**src/rtl/rx_block_sync.sv**
```systemverilog
// RX gearbox / block aligner: packs DATA_WIDTH-bit SERDES words into 66-bit blocks (2-bit header + 64-bit payload).
// Define RX_BLOCK_SYNC_SLIP_CNT_EN to add the saturating o_slip_count output.
module rx_block_sync #(
   parameter int DATA_WIDTH    = 32,
   parameter int HDR_WIDTH     = 2,
   parameter int PAYLOAD_WIDTH = 64
) (
   input  logic                     i_clk,
   input  logic                     i_reset_n,
   input  logic [DATA_WIDTH-1:0]    i_data,
   input  logic                     i_data_valid,
   input  logic                     i_slip,
   output logic [HDR_WIDTH-1:0]     o_hdr,
   output logic [PAYLOAD_WIDTH-1:0] o_data,
   output logic                     o_hdr_valid
`ifdef RX_BLOCK_SYNC_SLIP_CNT_EN
   ,
   output logic [15:0]              o_slip_count
`endif
);

   localparam int BLK   = HDR_WIDTH + PAYLOAD_WIDTH;
   localparam int BUF_W = BLK + 2 * DATA_WIDTH;
   localparam int CNT_W = $clog2(BUF_W) + 1;

   logic [BUF_W-1:0] bit_buf_q, bit_buf_d, shifted, appended;
   logic [CNT_W-1:0] cnt_q, cnt_d, need, base;
   logic [BLK-1:0]   win;
   logic             slip_pending_q, slip_pending_d;
   logic             emit, slip_set;

   always_comb begin
      need           = CNT_W'(BLK) + {{(CNT_W-1){1'b0}}, slip_pending_q};
      emit           = (cnt_q >= need);
      slip_set       = i_slip & ~slip_pending_q;
      // A pending slip discards buf[0], so the block window starts one bit higher.
      win            = slip_pending_q ? bit_buf_q[BLK:1] : bit_buf_q[BLK-1:0];
      shifted        = emit ? (bit_buf_q >> need) : bit_buf_q;
      base           = emit ? (cnt_q - need) : cnt_q;
      appended       = BUF_W'(i_data) << base;
      bit_buf_d      = shifted;
      cnt_d          = base;
      if (i_data_valid) begin
         // Bits at and above cnt are always zero, so an OR merges the new word.
         bit_buf_d = shifted | appended;
         cnt_d     = base + CNT_W'(DATA_WIDTH);
      end
      slip_pending_d = slip_set | (slip_pending_q & ~emit);
   end

   always_ff @(posedge i_clk or negedge i_reset_n) begin
      if (!i_reset_n) begin
         bit_buf_q      <= '0;
         cnt_q          <= '0;
         slip_pending_q <= 1'b0;
         o_hdr          <= '0;
         o_data         <= '0;
         o_hdr_valid    <= 1'b0;
      end else begin
         bit_buf_q      <= bit_buf_d;
         cnt_q          <= cnt_d;
         slip_pending_q <= slip_pending_d;
         o_hdr_valid    <= emit;
         if (emit) begin
            o_hdr  <= win[HDR_WIDTH-1:0];
            o_data <= win[BLK-1:HDR_WIDTH];
         end
      end
   end

`ifdef RX_BLOCK_SYNC_SLIP_CNT_EN
   always_ff @(posedge i_clk or negedge i_reset_n) begin
      if (!i_reset_n) begin
         o_slip_count <= '0;
      end else if (slip_set && (o_slip_count != '1)) begin
         o_slip_count <= o_slip_count + 16'd1;
      end
   end
`endif

endmodule

```
**config.mk**
```make
export PLATFORM = sky130hd
export DESIGN_NAME = rx_block_sync
export DESIGN_NICKNAME = d
export VERILOG_FILES = /design/src/rtl/rx_block_sync.sv
export SDC_FILE = /design/constraint.sdc
export NUM_CORES = 1
export LEC_CHECK = 0
export ABC_AREA = 1
export CAP_MARGIN = 20
export CORE_MARGIN = 2
export CORE_UTILIZATION = 40
export CTS_BUF_LIST = sky130_fd_sc_hd__clkbuf_4 sky130_fd_sc_hd__clkbuf_8
export DETAILED_ROUTE_END_ITERATION = 8
export GPL_TIMING_DRIVEN = 0
export SLEW_MARGIN = 20
export SYNTH_ARGS = -nofsm -noshare
export SYNTH_HDL_FRONTEND = slang
export SYNTH_SLANG_ARGS = --single-unit
```
**constraint.sdc**
```tcl
create_clock -name i_clk -period 3.3 [get_ports i_clk]
set_input_delay 0.33 -clock i_clk [delete_from_list [all_inputs] [get_ports i_clk]]
set_output_delay 0.33 -clock i_clk [all_outputs]
set_load 0.1 [all_outputs]
```
==> impl_metrics.json <==
{
  "outcome": "complete, no violations",
  "setup_viol": 0,
  "rsz0062_at_grt": "true",
  "initial_core_util": 0.404,
  "dp.final_hpwl_um": 44000,
  "antenna_found_initial": 0,
  "synth_warnings": 0,
  "synth.most_common_cell": "nand2_1",
  "vias_per_cell": 5.59,
  "synth_cell_types": 36,
  "crit_chain": "ha_4, nand2_1, inv_1, nand3_1, nand2_1, nand2_2, nand2_4, buf_8, nand3_1, xor2_4, inv_2, buf_2, nand4_1, o21ai_0, nand2_1, nand2_1",
  "die_h_um": 182,
  "cts.clk_slew.worst_paths_ns": 0.06,
  "routabilityCongestion": 1.07,
  "syn_inst": 1859,
  "drc_errors": 0,
  "grt_pass1_wl_um": 82600,
  "drt-total-wl_um": 54300,
  "ioPinCount": 103,
  "setup_tns_ns": 0,
  "vias": 13600,
  "skew_ns": 0.0383,
  "synth_top_area_cell": "dfrtp_1",
  "slew_viol_final": 0,
  "core_mm2": 0.0313,
  "period_share": 0.963,
  "layout.cells.non_filler": 2432,
  "cts.path.max_buffers": 3,
  "path_delay_family": "simple AND/OR/NAND/NOR gates",
  "period_needed_ns": 3.18,
  "fin_nets": 2047,
  "drive_gt1_frac": 0.0912,
  "critical_path_arrival_ns": 3.66,
  "slew_headroom": 0.332,
  "dr.first_iter.drc_count": 1179,
  "crit_fanout": 10,
  "placed_cells": 2364,
  "synth_commonest_cells": "nand2_1 (681), nand3_1 (293), dfrtp_1 (207), nor2_1 (129), o21ai_0 (121)",
  "htree_num_levels": 2,
  "cpPeakStageDelay_ns": 0.45,
  "grt_pass1_vias": 13100,
  "cp.required_ns": 3.78,
  "dr.pass1.iters": 7,
  "cts_tree": "yes",
  "clkSinkCount": 207,
  "clock.fmax_mhz": 315,
  "synth_edf_count": 0,
  "grt_start_max_net_pins": 99,
  "hold_slack_ns": 0.151,
  "syn-cell-area_mm2": 0.0126,
  "grt-ovfl-total": 0,
  "synth_top_area_frac": 0.410,
  "cts_root_buffer": "clkbuf_8",
  "layout_setup_ws_ns": 0.121,
  "synth_nets": 1898,
  "slowest_stage": "dfrtp_2",
  "drv_cap": 0,
  "clk_latency_ns": 0.57,
  "dieWidth_um": 182,
  "asyncSetResetFlopFracSynth": 1.00,
  "num_rows": 65,
  "pre_cts_ws_ns": -0.168,
  "finalHoldViolations": 0,
  "critPathKind": "flop to flop",
  "cp-end-kind": "flop",
  "syn_avg_cell_area_um2": 6.80,
  "port-buffer-count": 101,
  "yosys-top-cells-area": "dfrtp_1 (41%), nand2_1 (20%), nand3_1 (12%)",
  "wl_per_cell_um": 22.3,
  "crit_top_cell": "nand2_1",
  "cp_num_buf_inv": 4,
  "worstSetupStartpointType": "flop",
  "synth-seq-area-share": 0.410,
  "die_area_mm2": 0.0331,
  "areaGrowthSynthToFinish_pct": 20.7,
  "hold_path.class": "input pin to flop",
  "synth_ff_type": "dfrtp_1",
  "worst_slew_pin_slew_ns": 0.999,
  "grt_usage": 0.335,
  "ys_ff_latch": 207,
  "postRouteAntennaNets": 0,
  "numCtsBuffers": 38
}
==> cell type report <==
class                      count  area, um2
antenna                        1       2.50
buffer                       135        657
clock buffer                  58        729
clock inverter                 3       26.3
fill                        3233      16000
inverter                      85        319
multi-input combinational   1432       6710
sequential                   207       5180
tap                          402        503
timing repair buffer         109       1130
==> per-layer routing <==
metal	up-vias	GRT usage	part of all wire	wire, um
met4	0	0.134	0.043	2340
li1	6493	-	-	-
met5	-	0	0	0
met1	6476	0.460	0.45	24400
met3	109	0.0395	0.058	3140
met2	528	0.540	0.45	24400
==> final timing paths <==
check,slack [ns],depth (start not counted),from,end
min,0.15,2,i_data_valid,cnt_q[5]
max in group asynchronous,2.19,3,i_reset_n,o_data[47]
max,0.12,16,slip_pending_q,bit_buf_q[91]
max reg2reg,0.12,16,slip_pending_q,bit_buf_q[91]
min in group asynchronous,0.28,2,i_reset_n,o_data[22]
min reg2reg,0.50,2,bit_buf_q[82],bit_buf_q[82]
==> what timing repair did <==
item | 4_1_cts | 5_1_grt
gates resized for setup | 11 | 62
hold buffers | 1 | 0
endpoints found under the setup margin | 36 | 136
setup buffers | 2 | 3
pin swaps | 1 | 2
hold endpoints to repair | 43 | 0
gates cloned | 0 | 0
==> cells by family (layout without fill, tap and decap cells) <==
group,after synthesis,after routing,synth area share
other cells,0,1,0
simple gates,1137,1137,0.374
buf+inv,220,390,0.0733
xor+xnor,9,9,0.00801
flops,207,207,0.410
compound gates,283,283,0.132
fa+ha+maj,3,3,0.00297
==> sequential cells by signal, indices dropped and copies added, names as in the netlist <==
| signal | cells |
|---|---|
| slip_pending_q | 1 |
| cnt_q | 9 |
| o_hdr | 2 |
| o_data | 64 |
| o_hdr_valid | 1 |
| bit_buf_q | 130 |
==> stage by stage <==
step / utilization / cell area [um2]
final: 0.487 / 15300
after global routing: 0.487 / 15300
after CTS: 0.481 / 15000
after detailed placement: 0.454 / 14200
after global placement: 0.452 / 14200
after floorplan: - / 12600
==> cells in the final DEF (no fill, tap or decap), types with 10 or more instances in the layout <==
master and count:
nand2_2 17, nand2_1 669, buf_2 23, nand4_1 19
dfrtp_1 206, clkbuf_8 47, nand3_1 277, clkbuf_2 10
nand3_2 16, o21ai_1 32, nor2_1 127, o21ai_0 118
a31oi_1 66, inv_1 77, buf_4 13, clkdlybuf4s50_1 100
clkbuf_4 17, clkbuf_1 73, o211ai_1 48
==> worst register-to-register path: cells and delay by family, from the launching register on <==
kind	cells	cell delay [ns]
XOR/XNOR	1	0.23
AND/OR/NAND/NOR	9	1.17
flip-flops	1	0.45
adder cells (fa/ha/maj)	1	0.29
buffers and inverters	4	0.67
AO/OA/AOI/OAI	1	0.32
Power is not shown: default switching activity piles up to over one toggle a cycle in this logic, so the estimate is an artifact.
